[config.mk]
export PLATFORM = sky130hd
export DESIGN_NAME = fir_decim_fifo
export DESIGN_NICKNAME = d
export VERILOG_FILES = /design/src/rtl/fir_decim_fifo.sv
export SDC_FILE = /design/constraint.sdc
export NUM_CORES = 1
export LEC_CHECK = 0
export ABC_AREA = 0
export ABC_CLOCK_PERIOD_IN_PS = 7200
export CORE_MARGIN = 1.5
export CORE_UTILIZATION = 53
export DETAILED_ROUTE_END_ITERATION = 7
export GPL_ROUTABILITY_DRIVEN = 0
export PLACE_DENSITY = 0.76
export SYNTH_ARGS = -nofsm -noshare
export SYNTH_HDL_FRONTEND = slang
export SYNTH_SLANG_ARGS = --single-unit
[constraint.sdc]
create_clock -name clk -period 7.2 [get_ports clk]
set_input_delay 1.44 -clock clk [delete_from_list [all_inputs] [get_ports clk]]
set_output_delay 1.44 -clock clk [all_outputs]
set_load 0.01 [all_outputs]
[src/rtl/fir_decim_fifo.sv]
// -----------------------------------------------------------------------------
// fir_decim_fifo
//   Decimates the filtered sample stream from fir_sync by keeping one of every
//   DECIM accepted samples. Kept samples are buffered in a first-word
//   fall-through FIFO for a downstream consumer.
//
// Handshake: a sample enters when din_valid && en at a rising edge. Only
// samples that land on phase 0 are written to the FIFO. On the output side,
// a word leaves the FIFO at a rising edge where dout_valid && dout_ready are
// both high. dout_valid depends only on registered state, never on
// dout_ready.
//
// Ports
//   clk         single clock, rising edge
//   rst         asynchronous reset, active low
//   din         signed sample, DW bits
//   din_valid   din carries a new sample this cycle
//   en          decimator enable; low freezes the phase and blocks writes
//   dout        head of the FIFO, or 0 when the FIFO is empty
//   dout_valid  FIFO is not empty
//   dout_ready  consumer takes dout this cycle
//   count       occupancy, 0..DEPTH
//   full        count == DEPTH
//   overflow    sticky; set when a kept sample is lost because the FIFO is full
//   clr_ovf     synchronous clear of overflow (a same-cycle drop wins)
// -----------------------------------------------------------------------------
module fir_decim_fifo #(
   parameter int DW    = 11,
   parameter int DECIM = 2,
   parameter int DEPTH = 8
) (
   input  logic                     clk,
   input  logic                     rst,
   input  logic [DW-1:0]            din,
   input  logic                     din_valid,
   input  logic                     en,
   output logic [DW-1:0]            dout,
   output logic                     dout_valid,
   input  logic                     dout_ready,
   output logic [$clog2(DEPTH):0]   count,
   output logic                     full,
   output logic                     overflow,
   input  logic                     clr_ovf
);

   localparam int AW = $clog2(DEPTH);
   localparam int CW = AW + 1;
   // A one-bit phase register is kept even for DECIM == 1. It never leaves 0.
   localparam int PW = (DECIM > 1) ? $clog2(DECIM) : 1;
   localparam logic [PW-1:0] PH_LAST  = PW'(DECIM - 1);
   localparam logic [CW-1:0] CNT_FULL = CW'(DEPTH);

   logic [PW-1:0] phase;
   logic [AW-1:0] wr_ptr;
   logic [AW-1:0] rd_ptr;
   logic [DW-1:0] mem [DEPTH];

   logic accept;
   logic keep;
   logic pop;
   logic push;
   logic drop;

   assign dout_valid = (count != '0);
   assign full       = (count == CNT_FULL);

   // First-word fall-through: the head is always visible. It is forced to 0
   // when the FIFO is empty so that stale memory is never shown.
   assign dout = dout_valid ? mem[rd_ptr] : '0;

   assign accept = din_valid && en;
   assign keep   = accept && (phase == '0);
   assign pop    = dout_valid && dout_ready;
   // When the FIFO is full, a pop on the same edge frees the slot for the
   // push. Pointers move together and count stays at DEPTH.
   assign push   = keep && (!full || pop);
   assign drop   = keep && full && !pop;

   always_ff @(posedge clk or negedge rst) begin
      if (!rst) begin
         phase    <= '0;
         wr_ptr   <= '0;
         rd_ptr   <= '0;
         count    <= '0;
         overflow <= 1'b0;
      end else begin
         if (accept) begin
            phase <= (phase == PH_LAST) ? '0 : phase + 1'b1;
         end
         if (push) begin
            wr_ptr <= wr_ptr + AW'(1);
         end
         if (pop) begin
            rd_ptr <= rd_ptr + AW'(1);
         end
         case ({push, pop})
            2'b10:   count <= count + CW'(1);
            2'b01:   count <= count - CW'(1);
            default: count <= count;
         endcase
         // A drop on the same edge as clr_ovf must leave the flag set.
         if (drop) begin
            overflow <= 1'b1;
         end else if (clr_ovf) begin
            overflow <= 1'b0;
         end
      end
   end

   // Storage is not reset. Its contents are hidden by the dout gating while
   // the FIFO is empty.
   always_ff @(posedge clk) begin
      if (push) begin
         mem[wr_ptr] <= din;
      end
   end

endmodule
==> flow_summary.ini, run 1 <==
[synth]
synth-seq-area-share_pct = 71.9
synth_area_leader_cell = edfxtp_1
yosys_register_bits = 100
synth.distinct_cells = 38
yosys_warnings = 0
synth_fp_nets = 240
synth_cells = 220
synth_top_area_share_pct = 64.6
avgSynthCellArea_um2 = 18.6
syn-cell-area_um2 = 4090
synthTopCellsByArea = edfxtp_1, mux4_2, dfrtp_1

[sta]
grt_setup_unrepaired = no
worst_slew_pin_slew_ns = 1.17
period_minus_slack_ns = 4.05
hold_viol = 0
fin_setup_tns_ns = 0
drv_slew = 0
fin_worst_skew_ns = 0.00628
fmax_mhz = 247
min_period_over_period_pct = 56.2
maxSlewHeadroom_pct = 22.0
setup_viol = 0

[layout]
syn_to_final_growth_pct = 17.2
nFillCells = 526
multi_input_area_um2 = 1080
instances_no_fill = 364
final_common_cell = edfxtp_1
insertedDiodeCount = 0
nNetsFinal = 280
final_cell_mix = edfxtp_1, clkdlybuf4s50_1, mux4_2
final_layout_size_suffix_gt1_share_pct = 19.2
ff_latch_area_um2 = 2940

[critical_path]
crit_required_ns = 5.76
critPathCaptureType = output port
r2r_cells = 5
criticalPathCategory = flip-flop to output port
cp-start-kind = flip-flop
path_cells = mux4_2 -> mux2i_1 -> nor2_1 -> clkdlybuf4s50_1
cp_max_fo = 24
arrival_ns = 2.61
cpPeakStageDelay_ns = 1.08
slowest_stage = dfrtp_1

[pwr]
p_leak_nw = 1.60
p_comb_share_pct = 31.7
peakVddDrop_uv = 242
internal-power_w = 0.00125
power_frac_seq_pct = 45.0
pwr-share-clk_pct = 23.3
powerDensity_nw_per_um2 = 369
p_sw_share_pct = 29.7
switchingPower_w = 0.000525

[global_routing]
use_met1_pct = 27.1
track_usage_pct = 19.6
grt.met2_usage_pct = 32.0
grt.overflow.total = 0
grt_antenna_before_repair = 0
busiest_layer = met2
grt_pass1_vias = 2078
grt_max_degree = 25
grt_pass1_wl_um = 11800
grtUsageMet3_pct = 3.03

[clock_network]
cts_root_buffer = clkbuf_8
clkTransAtPathRegs_ns = 0.09
cts_hold_buf = 0
post-cts-setup-buffer-count = 0
clk_latency_ns = 0.35
htree_num_levels = 3
cts_resized = 0
cts_tree = done
clockBufferDepth = 2
cts_sinks = 100
cts_buffers = 9

[run]
maxCapViolations = 0

[placed_design]
port_buffers = 34
place_inst = 348
dpl.hpwl_um = 4600

[die]
dieArea_um2 = 8260
num_io_pins = 35
die_height_um = 90.9
die_w_um = 90.9
initial_core_util_pct = 55.5
rows = 31
core_area_um2 = 7370

[detailed_routing]
ant_nets = 0
drtIter0Drc = 204
num_vias = 2084
vias_per_cell = 5.73
wire_per_inst_um = 20.5
route.detailed.drc = 0
dr.pass1.iters = 6
wirelength_um = 7450

[hold_path]
hp-class = flip-flop to flip-flop
min_path_cells = 1

[status]
status = complete, no violations
-- critical path, delay by kind of cell, from the launching register on --
| family | cells | cell delay [ns] |
|---|---|---|
| buf+inv | 1 | 0.56 |
| flops | 1 | 1.08 |
| mux | 2 | 0.45 |
| simple gates | 1 | 0.15 |
-- cell usage after synthesis --
library cell and count:
ha_1 3, a21oi_1 1, inv_2 1, nand2b_1 2, xnor2_1 7, a21oi_2 1
mux4_2 22, edfxtp_1 88, nand4_1 1, buf_1 2, nand2_1 10, buf_6 1
a41oi_1 1, buf_4 2, xor2_1 1, o31ai_1 2, nand3b_1 1, nor4_1 3
o21ai_0 1, a31oi_1 1, o21ai_4 1, mux2_2 1, and3b_1 1, nor3_1 5
o211ai_1 1, a22o_1 1, nor2_1 16, mux2i_1 11, inv_1 4, o21ai_1 1
o22ai_1 2, buf_2 5, clkbuf_1 2, dfrtp_1 12, or4b_4 1, o32ai_1 1
o41ai_4 1, nand3_1 3
-- per-stage QoR --
stage	power [W]	instance area [um2]	worst slack, ns	utilization, %	hold slack (ns)
floorplan	0.00115	4090	3.73	-	0.450
detailed placement	0.00137	4560	3.09	61.8	0.489
global placement	0.00136	4560	3.18	61.8	0.478
CTS	0.00179	4790	3.07	65.1	0.504
global route	0.00186	4790	2.96	65.1	0.524
finish	0.00177	4790	3.15	65.1	0.506
-- registers in the layout (all words and copies together), names as in the netlist --
signal,flops
mem,88
count,4
rd_ptr,3
wr_ptr,3
overflow,1
phase,1
-- worst paths after layout --
check / start / to / slack [ns]
worst max register to register: count[1]$_DFFE_PN0P_ / mem[5][9]$_DFFE_PP_ / 4.67
min in group asynchronous: rst / wr_ptr[0]$_DFFE_PN0P_ / 1.45
worst max-delay path: rd_ptr[1]$_DFFE_PN0P_ / dout[9] / 3.15
worst min register to register: phase$_DFFE_PN0N_ / phase$_DFFE_PN0N_ / 0.51
worst min-delay path: phase$_DFFE_PN0N_ / phase$_DFFE_PN0N_ / 0.51
max in group asynchronous: rst / rd_ptr[0]$_DFFE_PN0P_ / 5.38
-- cell families (layout without fill, tap and decap cells) --
kind of cell,after synthesis,in the layout,synth area share [%]
flops,100,100,71.9
simple gates,43,43,5.01
mux,34,34,15.1
buf+inv,17,62,2.08
compound gates,15,15,3.30
xor+xnor,8,8,1.71
fa+ha+maj,3,3,0.917
-- layout make-up --
| cell class | instances | share of cell area, % |
|---|---|---|
| clock buffers | 9 | 2.58 |
| well taps | 99 | 2.58 |
| clock inverters | 7 | 2.40 |
| inverters | 5 | 0.391 |
| multi-input cells | 103 | 22.5 |
| repair buffers | 41 | 8.19 |
| flip-flops and latches | 100 | 61.4 |
-- routing by layer --
| metal | vias to the layer above | part of all wire [%] |
|---|---|---|
| met5 | - | 0 |
| met4 | 0 | 0.63 |
| met3 | 6 | 3.1 |
| met2 | 48 | 51 |
| met1 | 1073 | 45 |
| li1 | 957 | - |
-- power by group through the flow --
| stage | clock, W | combinational [W] | sequential (W) |
|---|---|---|---|
| global route | 0.000442 | 0.000609 | 0.000808 |
| detailed placement | 0 | 0.000565 | 0.000809 |
| floorplan | 0 | 0.000418 | 0.000731 |
| CTS | 0.000421 | 0.000570 | 0.000797 |
| finish | 0.000413 | 0.000561 | 0.000797 |
| global placement | 0 | 0.000557 | 0.000807 |
No activity file was read; power rests on OpenSTA's default activity.
==> run 2: changes to the inputs <==
Settings changed: ABC_CLOCK_PERIOD_IN_PS 7200 to 3600, CORE_UTILIZATION 53 to 51.
Clock period 7.2 ns to 3.6 ns, I/O delays scaled along.
==> flow_summary.ini, run 2 (synthesis gave the netlist of run 1 again) <==
[die]
die_w_um = 92.6
num_io_pins = 35
rows = 32
core_area_um2 = 7770
dieArea_um2 = 8570
die_height_um = 92.6
initial_core_util_pct = 52.7

[placed_design]
place_inst = 363
port_buffers = 34
dpl.hpwl_um = 5010

[sta]
hold_viol = 0
fin_worst_skew_ns = 0.00489
period_minus_slack_ns = 3.15
worst_slew_pin_slew_ns = 0.775
hold_slack_ns = 0.494
min_period_over_period_pct = 87.4
drv_slew = 0
setup_viol = 0
maxSlewHeadroom_pct = 48.3
fin_setup_tns_ns = 0
fmax_mhz = 318
grt_setup_unrepaired = no

[pwr]
finalPower_w = 0.00338
powerDensity_nw_per_um2 = 700
p_leak_nw = 1.64
peakVddDrop_uv = 338

[clock_network]
clkTransAtPathRegs_ns = 0.09
cts_sinks = 100
htree_num_levels = 3
cts_tree = done
post-cts-setup-buffer-count = 0
clk_latency_ns = 0.36
cts_root_buffer = clkbuf_8
clockBufferDepth = 2
cts_resized = 0
cts_buffers = 9
cts_hold_buf = 0

[critical_path]
cp-start-kind = flip-flop
r2r_setup_slack_ns = 1.31
criticalPathCategory = flip-flop to output port
critPathCaptureType = output port
arrival_ns = 2.43
cp_max_fo = 24
crit_required_ns = 2.88

[global_routing]
grt_pass1_wl_um = 12000
grt_pass1_vias = 2195
track_usage_pct = 19.6
grt.overflow.total = 0
grt_max_degree = 25
grt_antenna_before_repair = 0

[layout]
instances_no_fill = 379
final_cell_mix = edfxtp_1, clkdlybuf4s50_1, mux4_2
nFillCells = 580
insertedDiodeCount = 0
largestRegisters = mem: 88 flops, count: 4 flops
top_register = mem
multi_input_area_um2 = 1080
final_layout_size_suffix_gt1_share_pct = 23.1
nNetsFinal = 292
syn_to_final_growth_pct = 17.9
largest_reg_flops = 88
final_core_util_pct = 62.1
final_common_cell = edfxtp_1
ff_latch_area_um2 = 2940

[detailed_routing]
dr.pass1.iters = 4
vias_per_cell = 5.67
ant_nets = 0
drtIter0Drc = 248
wirelength_um = 7540
wire_per_inst_um = 19.9
num_vias = 2148
route.detailed.drc = 0

[status]
status = complete, no violations

[run]
maxCapViolations = 0

[hold_path]
hp-class = flip-flop to flip-flop
-- run 2: layout make-up --
class / instances / area share [%]
well taps: 102 / 2.65
inverters: 5 / 0.389
clock inverters: 7 / 1.06
multi-input cells: 103 / 22.3
flip-flops and latches: 100 / 61.0
clock buffers: 9 / 2.57
repair buffers: 53 / 10.0
-- run 2: power breakdown --
part	internal [W]	switching, W
Clock	0.000256	0.000377
Combinational	0.000681	0.000541
Sequential	0.00137	0.000157
-- run 2: worst max-delay path: stages, from the launching register on --
cell,delay (ns)
dfrtp_1,0.35
buf_4,0.42
mux4_2,0.57
mux2i_1,0.19
nor2_1,0.06
clkdlybuf4s50_1,0.48
-- run 2: routing by layer --
layer | GRT usage (%) | wire (um)
met1 | 27.5 | 3430
met2 | 31.1 | 3740
met3 | 2.87 | 257
met4 | 8.21 | 120
met5 | 0 | 0
-- run 2: through the flow --
stage	setup WS [ns]	cell area, um2
final	0.454	4820
after floorplan	0.849	4090
after CTS	0.406	4820
after detailed placement	0.678	4650
after global placement	0.779	4650
after global routing	0.264	4820
-- run 2: worst paths after layout --
| check | from | endpoint | cells past startpoint |
|---|---|---|---|
| worst max-delay path | rd_ptr[0]$_DFFE_PN0P_ | dout[4] | 5 |
| worst min-delay path | phase$_DFFE_PN0N_ | phase$_DFFE_PN0N_ | 1 |
| worst max register to register | count[2]$_DFFE_PN0P_ | count[2]$_DFFE_PN0P_ | 7 |
| worst min register to register | phase$_DFFE_PN0N_ | phase$_DFFE_PN0N_ | 1 |
| max in group asynchronous | rst | count[0]$_DFFE_PN0P_ | 1 |
| min in group asynchronous | rst | overflow$_DFFE_PN0P_ | 1 |
==> run 3: changes to the inputs <==
Settings changed: ABC_CLOCK_PERIOD_IN_PS 3600 to 3080, CAP_MARGIN from default to 10, CORE_UTILIZATION 51 to 53.
Clock period 3.6 ns to 3.08 ns, I/O delays scaled along.
==> flow_summary.ini, run 3 (synthesis gave the netlist of run 1 again) <==
[clock_network]
cts_hold_buf = 0
cts_root_buffer = clkbuf_8
htree_num_levels = 3
clk_latency_ns = 0.36
clkTransAtPathRegs_ns = 0.10
cts_buffers = 9
post-cts-setup-buffer-count = 0
clockBufferDepth = 2
cts_tree = done
cts_resized = 0
cts_sinks = 100

[die]
num_io_pins = 35
rows = 31
initial_core_util_pct = 55.5
die_height_um = 90.9
dieArea_um2 = 8260
core_area_um2 = 7370
die_w_um = 90.9

[hold_path]
min_path_cells = 1
worstHoldEndpoint = phase$_DFFE_PN0N_
min_from = phase$_DFFE_PN0N_
hp-class = flip-flop to flip-flop

[sta]
drv_slew = 0
grt_setup_unrepaired = no
worst_slew_pin_slew_ns = 0.544
fin_setup_tns_ns = 0
fin_worst_skew_ns = 0.0113
hold_viol = 0
maxSlewHeadroom_pct = 63.6
finalWorstSetupSlack_ns = 0.243
period_minus_slack_ns = 2.84
fmax_mhz = 352
setup_viol = 0
hold_slack_ns = 0.496
min_period_over_period_pct = 92.1

[critical_path]
r2r_setup_slack_ns = 0.79
path_cells = buf_12 -> mux4_2 -> mux2i_1 -> nor2_1 -> clkdlybuf4s50_1
timing.rr.start = count[2]$_DFFE_PN0P_
r2r_cells = 7
cpPeakStageDelay_ns = 0.53
slowest_stage = mux4_2
criticalPathCategory = flip-flop to output port
r2r_end = count[2]$_DFFE_PN0P_
cp-start-kind = flip-flop
cp_max_fo = 24
crit_required_ns = 2.46
critPathCaptureType = output port
arrival_ns = 2.22

[layout]
largestRegisters = mem: 88 flops, count: 4 flops
final_common_cell = edfxtp_1
final_core_util_pct = 65.3
final_cell_mix = edfxtp_1, clkdlybuf4s50_1, mux4_2
final_layout_size_suffix_gt1_share_pct = 22.3
nFillCells = 506
largest_reg_flops = 88
insertedDiodeCount = 0
top_register = mem
syn_to_final_growth_pct = 17.5
nNetsFinal = 288

[global_routing]
grt_max_degree = 25
track_usage_pct = 19.4
grt_pass1_vias = 2033
grt_antenna_before_repair = 0
grt.overflow.total = 0
grt_pass1_wl_um = 11500

[detailed_routing]
wire_per_inst_um = 19.5
route.detailed.drc = 0
vias_per_cell = 5.58
num_vias = 2075
drtIter0Drc = 151
dr.pass1.iters = 4
wirelength_um = 7270
ant_nets = 0

[placed_design]
pre_cts_slack_ns = 0.562
dpl.hpwl_um = 4450
port_buffers = 34

[status]
status = complete, no violations

[run]
maxCapViolations = 0

[pwr]
powerDensity_nw_per_um2 = 825
p_leak_nw = 1.62
peakVddDrop_uv = 411
==> run 3: changes by cell type in the layout (fill, tap and decap cells not counted), sizes merged <==
cell	previous run	this run
clkinv	5	2
buf	19	15
inv	7	8
clkinvlp	0	2
==> run 3: area by class of cell <==
cell class	count	area (um2)	share of cell area (%)
clock buffer	9	124	2.58
inverter	5	18.8	0.390
sequential	100	2940	61.2
timing repair buffer	49	465	9.68
tap	99	124	2.58
clock inverter	7	57.6	1.20
multi-input combinational	103	1080	22.4
==> run 3: metrics by stage <==
step	power, W	instance area [um2]	instances
floorplan	0.00269	4090	220
global placement	0.00324	4630	356
detailed placement	0.00327	4630	356
CTS	0.00401	4810	372
global route	0.00418	4810	372
finish	0.00397	4810	372
==> run 3: routing by layer <==
| metal | track usage, % | share of wire (%) | wire length [um] | vias to the layer above |
|---|---|---|---|---|
| met5 | 0 | 0 | 0 | - |
| met1 | 27.7 | 45 | 3290 | 1041 |
| met2 | 29.9 | 49 | 3560 | 55 |
| met4 | 7.81 | 1.6 | 115 | 0 |
| li1 | - | - | - | 967 |
| met3 | 3.37 | 4.2 | 308 | 12 |
==> run 3: worst max-delay path, delay by kind of cell, from the launching register on <==
kind	cells	cell delay, ns
buffers and inverters	2	0.71
DFF	1	0.39
muxes	2	0.70
and+or+nand+nor	1	0.05
==> run 3: worst max-delay path by stage <==
stage,depth (start not counted),slack (ns),startpoint,to
final,5,0.24,rd_ptr[0]$_DFFE_PN0P_,dout[2]
after global routing,5,0.11,rd_ptr[0]$_DFFE_PN0P_,dout[2]
after CTS,5,0.20,rd_ptr[0]$_DFFE_PN0P_,dout[1]
after detailed placement,6,0.56,din_valid,mem[1][7]$_DFFE_PP_
after global placement,6,0.59,din_valid,mem[1][7]$_DFFE_PP_
after floorplan,4,0.43,en,mem[0][0]$_DFFE_PP_
==> run 3: report_power, final <==
group / internal [W] / switching, W
Clock: 0.000304 / 0.000454
Combinational: 0.000813 / 0.000666
Sequential: 0.00160 / 0.000134
Total: 0.00272 / 0.00125
